--- config.mk ---
export PLATFORM = sky130hd
export DESIGN_NAME = mips_fetch_sequencer
export DESIGN_NICKNAME = d
export VERILOG_FILES = /design/src/rtl/mips_fetch_sequencer.sv
export SDC_FILE = /design/constraint.sdc
export NUM_CORES = 1
export LEC_CHECK = 0
export ABC_AREA = 1
export CORE_MARGIN = 1.5
export CORE_UTILIZATION = 52
export CTS_CLUSTER_DIAMETER = 60
export CTS_CLUSTER_SIZE = 20
export DETAILED_ROUTE_END_ITERATION = 8
export PLACE_DENSITY = 0.92
export SETUP_SLACK_MARGIN = 0.1
export SLEW_MARGIN = 10
export SYNTH_ARGS = -nofsm -noshare
export SYNTH_HDL_FRONTEND = slang
export SYNTH_SLANG_ARGS = --single-unit
--- constraint.sdc ---
create_clock -name clk -period 4.67 [get_ports clk]
set_input_delay 0.467 -clock clk [delete_from_list [all_inputs] [get_ports clk]]
set_output_delay 0.467 -clock clk [all_outputs]
set_load 0.01 [all_outputs]
--- src/rtl/mips_fetch_sequencer.sv ---
// Instruction-fetch / PC sequencer for the Harvard MIPS core.
// Drives the instruction address, presents the fetched word to decode,
// sequences branch delay slots, detects misaligned branch targets and
// counts retired instructions. A redirect issued in RUN moves the PC to the
// delay slot first; the target is loaded when the delay slot retires.
module mips_fetch_sequencer #(
  parameter logic [31:0] RESET_VECTOR = 32'hBFC00000,
  parameter logic [31:0] HALT_ADDR    = 32'h00000000,
  parameter int          CNT_W        = 32
) (
  input  logic             clk,
  input  logic             reset,
  input  logic             clk_enable,
  input  logic             stall,
  output logic [31:0]      instr_address,
  input  logic [31:0]      instr_readdata,
  input  logic             instr_waitrequest,
  output logic [31:0]      instr_out,
  output logic             instr_valid,
  input  logic             redirect_valid,
  input  logic [31:0]      redirect_target,
  output logic [31:0]      link_addr,
  output logic             retire,
  output logic             active,
  output logic             addr_error,
  output logic             delay_branch_error,
  output logic [CNT_W-1:0] retired_count
);

  typedef enum logic [1:0] {
    ST_RUN   = 2'd0,
    ST_DELAY = 2'd1,
    ST_HALT  = 2'd2
  } state_e;

  state_e           state_q, state_d;
  logic [31:0]      pc_q, pc_d;
  logic [31:0]      pending_target_q, pending_target_d;
  logic             active_q, active_d;
  logic             addr_error_q, addr_error_d;
  logic             delay_branch_error_q, delay_branch_error_d;
  logic [CNT_W-1:0] retired_count_q, retired_count_d;

  logic             advance;
  logic             target_misaligned;
  logic             pending_is_halt;
  logic [31:0]      pc_plus4;

  // Every piece of state moves only on an advance; active_q already encodes
  // HALT so a halted core never advances.
  assign advance           = clk_enable & ~stall & ~instr_waitrequest & active_q;
  assign target_misaligned = |redirect_target[1:0];
  assign pending_is_halt   = (pending_target_q == HALT_ADDR);
  assign pc_plus4          = pc_q + 32'd4;

  // State register; reset restarts from any state, including HALT and DELAY.
  always_ff @(posedge clk) begin
    if (reset) state_q <= ST_RUN;
    else       state_q <= state_d;
  end

  // Next-state logic: transitions happen only on advance cycles.
  always_comb begin
    state_d = state_q;
    if (advance) begin
      case (state_q)
        ST_RUN: begin
          if (redirect_valid) begin
            if (target_misaligned) state_d = ST_HALT;
            else                   state_d = ST_DELAY;
          end
        end
        ST_DELAY: begin
          // A redirect seen here is flagged but does not re-steer.
          if (pending_is_halt) state_d = ST_HALT;
          else                 state_d = ST_RUN;
        end
        default: state_d = ST_HALT;
      endcase
    end
  end

  // Datapath registers: PC, pending target, run flag, sticky errors, counter.
  always_ff @(posedge clk) begin
    if (reset) begin
      pc_q                 <= RESET_VECTOR;
      pending_target_q     <= 32'd0;
      active_q             <= 1'b1;
      addr_error_q         <= 1'b0;
      delay_branch_error_q <= 1'b0;
      retired_count_q      <= '0;
    end else begin
      pc_q                 <= pc_d;
      pending_target_q     <= pending_target_d;
      active_q             <= active_d;
      addr_error_q         <= addr_error_d;
      delay_branch_error_q <= delay_branch_error_d;
      retired_count_q      <= retired_count_d;
    end
  end

  // Datapath next values; without an advance everything holds and any
  // redirect presented that cycle is ignored.
  always_comb begin
    pc_d                 = pc_q;
    pending_target_d     = pending_target_q;
    active_d             = active_q;
    addr_error_d         = addr_error_q;
    delay_branch_error_d = delay_branch_error_q;
    retired_count_d      = retired_count_q;
    if (advance) begin
      // The instruction at the PC retires on every advance, including a
      // misaligned branch and the delay slot in front of a halt.
      retired_count_d = retired_count_q + 1'b1;
      case (state_q)
        ST_RUN: begin
          if (redirect_valid) begin
            if (target_misaligned) begin
              // Stop at the offending branch; PC stays on it for debug.
              addr_error_d = 1'b1;
              active_d     = 1'b0;
            end else begin
              pending_target_d = redirect_target;
              pc_d             = pc_plus4;
            end
          end else begin
            pc_d = pc_plus4;
          end
        end
        ST_DELAY: begin
          pc_d = pending_target_q;
          if (pending_is_halt) active_d = 1'b0;
          if (redirect_valid) delay_branch_error_d = 1'b1;
        end
        default: begin
          pc_d = pc_q;
        end
      endcase
    end
  end

  // Outputs toward instruction memory and decode.
  always_comb begin
    instr_address      = pc_q;
    instr_out          = instr_readdata;
    instr_valid        = active_q & ~instr_waitrequest;
    retire             = advance;
    link_addr          = pc_plus4 + 32'd4;
    active             = active_q;
    addr_error         = addr_error_q;
    delay_branch_error = delay_branch_error_q;
    retired_count      = retired_count_q;
  end

endmodule

==> reports/qor.yml, run 1 <==
power_and_ir_drop:
  power.leakage_nw: 3.259
  power_density_mw_per_mm2: 240.6
  vdd_drop_max_uv: 185.6
placement:
  gp_congestion: 0.9708
  dp.cells: 1283
  port_buffers: 138
  placed_area_sq_mm: 0.007855
  dp_hpwl_microns: 14820
worst_setup_path:
  cp-end-kind: "primary output"
  path_class: "reg -> out"
  cp.required_ns: 4.20
  r2r_start: "state_q[0]$_SDFFE_PP0P_"
  cp_max_fo: 7
  worstSetupStartpointType: "flip-flop"
  max_stage_delay_ns: 0.52
  r2r_cells: 6
  crit_top_cell: "nand2_1"
  cp_top_family: "simple AND/OR/NAND/NOR gates"
  cp_cell_sequence: "inv_2 -> ha_1 -> inv_1 -> nand2_1 -> nor2_1 -> nand2_1 -> nor2_4 -> nand2_1 -> nor2_2 -> nand2_2 -> nor2_4 -> nand2_2 -> nor2_1 -> nand2_1 -> nand2_1 -> clkdlybuf4s50_1"
  crit_cells: 16
  reg2reg_slack_ns: 1.95
  r2r-end: "instr_address[5]$_SDFFE_PP0P_"
  cp.arrival_ns: 3.17
  cp_num_buf_inv: 3
  worst_path_max_delay_cell: "clkdlybuf4s50_1"
grt:
  grt_pass1_wl_microns: 31230
  grt_max_degree: 48
  grt_usage: 0.2966
  antenna_found_initial: 0
  grt_pass1_vias: 6566
  grt_overflow_total: 0
finish:
  fin_cells: 1299
  area_delta_synth_final_pct: 24.31
  final_common_cell: "nand2_1"
  fillers: 1056
  final_area_sq_mm: 0.008189
  antennaDiodeCount: 0
  layout_common_cells: "nand2_1 (240), nor2_1 (143), clkdlybuf4s50_1 (138)"
  nets: 1199
  post_route_cells_drive_above_1_share: 0.06985
route:
  ant_nets: 0
  drtIter0Drc: 562
  num_vias: 7099
  wl_met1_microns: 8105
  viasPerCell: 5.465
  routedWlPerCell_microns: 14.81
  highest_layer: "met4"
  drc: 0
  wirelength_microns: 19240
  wl_met2_microns: 8819
  dr.pass1.iters: 5
  wl_met3_microns: 1742
sta:
  setup-violations-final: 0
  fin_crit_ns: 3.634
  final.setup.tns_ns: 0
  fmax_mhz: 275.2
  skew_ns: 0.009182
  rsz0062_at_grt: "false"
  layout_worst_path_cycle_share: 0.7781
  slew_headroom: 0.4613
  hold_viol: 0
  worst_slew_pin_slew_ns: 0.8031
  drv_slew: 0
clock_network:
  clock_latency_ns: 0.35
  cts.path.max_buffers: 2
  cts_made_buffers: 9
  cts_max_level: 3
  clockRootBuffer: "clkbuf_16"
  cts_hold_buf: 0
  cts_resized: 0
  cts_tree: "done"
  path_clk_slew_ns: 0.06
  cts.sinks: 101
  post-cts-setup-buffers: 0
worst_hold_path:
  hold_class: "reg -> reg"
  hold_start: "pending_target_q[1]$_SDFFE_PP0P_"
  hold_depth: 2
  worstHoldEndpoint: "pending_target_q[1]$_SDFFE_PP0P_"
floorplanning:
  ios: 203
  die_area_sq_mm: 0.01335
  std_cell_rows: 40
  start_util: 0.5417
  core_area_sq_mm: 0.01216
  fp.dieW_microns: 115.6
  die_h_microns: 115.6
yosys:
  syn_area_per_cell_sq_um: 6.371
  synthFlopType: "dfxtp_1"
  synth.distinct_cells: 39
  synth-async-reset-ratio: 0
  ys_seq_area_frac: 0.3069
  synth-edff-count: 0
  synth_nets: 1107
  yosys-top-cells-area: "dfxtp_1 (31%), nand2_1 (14%), nor2_1 (8.2%), o21ai_0 (6.2%), inv_1 (6.0%)"
  syn_area_sq_mm: 0.006588
  syn_inst: 1034
  synth-warning-count: 0
  synth_top_area_cell: "dfxtp_1"
  ys_ff_latch: 101
  yosysTopAreaCellShare: 0.3069
run:
  maxCapViolations: 0
status:
  status: "finished, final reports clean"
-- kinds of logic after synthesis --
| logic type | count (synthesis) | synth area share |
|---|---|---|
| AND/OR/NAND/NOR | 535 | 0.3681 |
| AO/OA/AOI/OAI | 185 | 0.1502 |
| buffers and inverters | 175 | 0.1197 |
| flip-flops | 101 | 0.3069 |
| XOR/XNOR | 35 | 0.04938 |
| adder cells (fa/ha/maj) | 3 | 0.005699 |
-- metrics by stage --
stage / power (mW) / hold slack, ns / util / setup slack [ns]
global placement: 1.154 / 0.4434 / 0.6459 / 1.538
detailed placement: 1.159 / 0.4525 / 0.6459 / 1.415
global route: 2.044 / 0.5021 / 0.6734 / 0.7920
finish: 1.970 / 0.4693 / 0.6734 / 1.036
CTS: 1.978 / 0.4717 / 0.6734 / 1.036
floorplan: 1.068 / 0.4345 / - / 2.077
-- final cells by class --
class | count | area [sq um] | area share
Inverter | 113 | 424.2 | 0.05180
Clock inverter | 5 | 81.33 | 0.009931
Tap cell | 168 | 210.2 | 0.02567
Multi-Input combinational cell | 758 | 3780 | 0.4616
Clock buffer | 11 | 252.7 | 0.03086
Timing Repair Buffer | 143 | 1419 | 0.1733
Sequential cell | 101 | 2022 | 0.2469
-- registers in the layout, summed over array words and instances (netlist names) --
register,flops
instr_address,32
pending_target_q,32
retired_count,32
state_q,2
active,1
addr_error,1
delay_branch_error,1
-- cell usage after synthesis, types with 2 or more instances --
master / number
nor2_2: 14
a211oi_1: 3
nor2_4: 12
xor2_1: 29
nor4_1: 11
dfxtp_1: 101
o22ai_1: 14
nand2_4: 4
nand3_1: 51
a21oi_1: 69
nor2_1: 144
nand4_1: 17
o21ai_0: 82
o21a_1: 3
clkinv_1: 3
inv_1: 105
nand2_2: 14
o211ai_1: 7
xnor2_1: 5
ha_1: 3
inv_2: 5
o21ai_1: 2
nand3_2: 3
nor3_1: 18
buf_4: 35
nand2_1: 240
clkbuf_1: 26
a31oi_1: 3
-- worst reg2reg max path, delay by kind of cell (launching register included) --
| family | cells | cell delay (ns) |
|---|---|---|
| flip-flops | 1 | 0.64 |
| AO/OA/AOI/OAI | 2 | 0.28 |
| AND/OR/NAND/NOR | 2 | 0.86 |
| buffers and inverters | 2 | 0.87 |
-- power by group --
group	switching [mW]	internal, mW
sequential	0.0268	0.878
clock	0.327	0.500
combinational	0.127	0.112
-- how the worst max path moves through the flow --
stage                          to                          start  slack [ns]
detailed placement  link_addr[29]  instr_address[2]$_SDFFE_PP0P_        1.42
global placement    link_addr[29]  instr_address[2]$_SDFFE_PP0P_        1.54
floorplan           link_addr[21]  instr_address[2]$_SDFFE_PP0P_        2.08
global route        link_addr[29]  instr_address[2]$_SDFFE_PP0P_        0.79
CTS                 link_addr[18]  instr_address[3]$_SDFFE_PP0P_        1.04
finish              link_addr[29]  instr_address[2]$_SDFFE_PP0P_        1.04
-- per-layer routing --
layer,global-route usage,vias to the layer above
met4,0.1292,0
met1,0.3761,3253
met5,0,-
met2,0.4864,298
li1,-,3507
met3,0.06485,41
(Power assumes the default switching activity.)
==> run 2, diff against run 1 <==
Settings changed: CORE_UTILIZATION 52 to 43, PLACE_DENSITY 0.92 to 0.81.
Clock period 4.67 ns to 3 ns, I/O delays scaled along.
==> run 2 against run 1 <==
  * Worst hold slack worse by 0.0084 ns
  * Final cell count is 5.0% higher
  * Wire length is 8.0% higher
  * First-iteration DRC count is 25% lower
  * Register-to-register slack worse by 1.1 ns
  * Clock skew is 0.00067 ns lower
  * Utilization is 8.2 points lower
  * Flip-flop and latch count stayed put
  * Via count is 1.9% higher
  * Critical path type unchanged
  * Critical endpoint is now link_addr[31]
  * Largest cell class unchanged
  * Highest routed layer unchanged
==> reports/qor.yml, run 2 (synthesis gave the netlist of run 1 again) <==
status:
  status: "finished, final reports clean"
finish:
  layout_common_cells: "nand2_1 (207), nor2_1 (119), clkdlybuf4s50_1 (117)"
  area_delta_synth_final_pct: 35.54
  final_area_sq_mm: 0.008929
  fin_cells: 1364
  post_route_cells_drive_above_1_share: 0.1930
  antennaDiodeCount: 0
  final_common_cell: "nand2_1"
  nets: 1244
power_and_ir_drop:
  p_sw_mw: 0.7870
  p_clk_frac: 0.415
  p_sw_frac: 0.2537
  p_seq_frac: 0.453
  power_density_mw_per_mm2: 347.4
  finalPower_mw: 3.102
  power.leakage_nw: 3.640
  power_frac_comb: 0.132
  internal_power_mw: 2.315
  vdd_drop_max_uv: 231.1
clock_network:
  clock_latency_ns: 0.35
  cts_made_buffers: 9
  cts_tree: "done"
  clockRootBuffer: "clkbuf_16"
  cts.path.max_buffers: 2
  cts_hold_buf: 0
  path_clk_slew_ns: 0.07
  cts_max_level: 3
  cts.sinks: 101
worst_setup_path:
  cp.required_ns: 2.70
  worstSetupStartpointType: "flip-flop"
  worst_path_max_delay_cell: "dfxtp_4"
  crit_top_cell: "nand2_1"
  cp_max_fo: 5
  cp.arrival_ns: 2.60
  cp-end-kind: "primary output"
  path_class: "reg -> out"
  cp_cell_sequence: "ha_4 -> nand2_4 -> nor2_4 -> buf_6 -> nand3_4 -> o21ai_1 -> nand2_2 -> inv_2 -> nand2_1 -> nor2_4 -> nand2_1 -> nor2_1 -> nand3_1 -> nand2_1 -> clkdlybuf4s15_1"
  max_stage_delay_ns: 0.38
route:
  drc: 0
  drtIter0Drc: 423
  ant_nets: 0
  viasPerCell: 5.302
  routedWlPerCell_microns: 15.24
  dr.pass1.iters: 5
  num_vias: 7232
  wirelength_microns: 20790
placement:
  placed_area_sq_mm: 0.008038
  dp.cells: 1324
  dp_hpwl_microns: 15500
  port_buffers: 138
  place_ws_ns: 0.09379
  gp_congestion: 0.9623
sta:
  final.setup.tns_ns: 0
  fin_crit_ns: 2.901
  setup-violations-final: 0
  drv_slew: 0
  slew_headroom: 0.6381
  fmax_mhz: 344.7
  rsz0062_at_grt: "true"
  hold_viol: 0
  skew_ns: 0.008510
  layout_worst_path_cycle_share: 0.9669
  worst_slack_ns: 0.09917
  worst_slew_pin_slew_ns: 0.5395
worst_hold_path:
  hold_class: "reg -> reg"
grt:
  grt_usage: 0.2495
  grt_pass1_vias: 6617
  antenna_found_initial: 0
  grt_overflow_total: 0
  grt_pass1_wl_microns: 32230
  grt_max_degree: 48
run:
  maxCapViolations: 0
floorplanning:
  die_area_sq_mm: 0.01607
  core_area_sq_mm: 0.01509
  start_util: 0.4366
  fp.dieW_microns: 126.8
  die_h_microns: 126.8
  std_cell_rows: 45
  ios: 203
run 2: cell types whose count changed in the layout (fill, tap and decap cells not counted), sizes merged:
cell / before / now
buf: 5 / 52
clkdlybuf4s50: 138 / 117
dlygate4sd2: 0 / 10
clkbuf: 11 / 17
clkdlybuf4s15: 0 / 1
dlymetal6s2s: 0 / 1
inv: 111 / 112
run 2: timing repair:
action                                  CTS  global route
pin swaps                                17            31
endpoints found under the setup margin   21            18
setup buffers                            16             8
resized for setup                        88            93
run 2: worst paths after layout:
check	startpoint	end	slack, ns	cells after the start
hold / removal	pending_target_q[0]$_SDFFE_PP0P_	pending_target_q[0]$_SDFFE_PP0P_	0.46	2
setup / recovery	instr_address[3]$_SDFFE_PP0P_	link_addr[31]	0.1	15
hold reg to reg	pending_target_q[0]$_SDFFE_PP0P_	pending_target_q[0]$_SDFFE_PP0P_	0.46	2
setup reg to reg	active$_SDFFE_PP1P_	retired_count[18]$_SDFFE_PP0P_	0.84	11
run 2: area by class of cell:
cell class                      instances  area (sq um)
Clock buffer                           10         239.0
Inverter                              113         426.7
Multi-Input combinational cell        758          4146
Tap cell                              188         235.2
Sequential cell                       101          2063
Timing Repair Buffer                  188          1724
Fill cell                            1401          6161
Clock inverter                          6         93.84
run 2: routing by layer:
metal | vias up | part of all wire | track usage
li1 | 3602 | - | -
met3 | 50 | 0.073 | 0.05736
met4 | 0 | 0.030 | 0.08890
met2 | 287 | 0.46 | 0.4185
met1 | 3293 | 0.44 | 0.3147
met5 | - | 0 | 0
run 2: per-stage QoR:
stage          utilization  hold WS (ns)
4_1_cts             0.5725        0.4606
3_5_place_dp        0.5327        0.4477
5_1_grt             0.5917        0.4853
3_3_place_gp        0.5327        0.4459
2_1_floorplan            -        0.4345
6_report            0.5917        0.4610
run 2: worst max-delay path, delay by kind of cell (launching register included):
family	cells	cell delay [ns]
AO/OA/AOI/OAI	1	0.17
flip-flops	1	0.38
adder cells (fa/ha/maj)	1	0.17
buffers and inverters	3	0.45
AND/OR/NAND/NOR	10	1.08
run 2: power groups by stage:
stage	combinational [mW]	sequential, mW	clock, mW
after CTS	0.392	1.40	1.31
after floorplan	0.228	1.43	0
after detailed placement	0.386	1.43	0
final	0.408	1.41	1.29
after global routing	0.447	1.41	1.35
after global placement	0.383	1.43	0
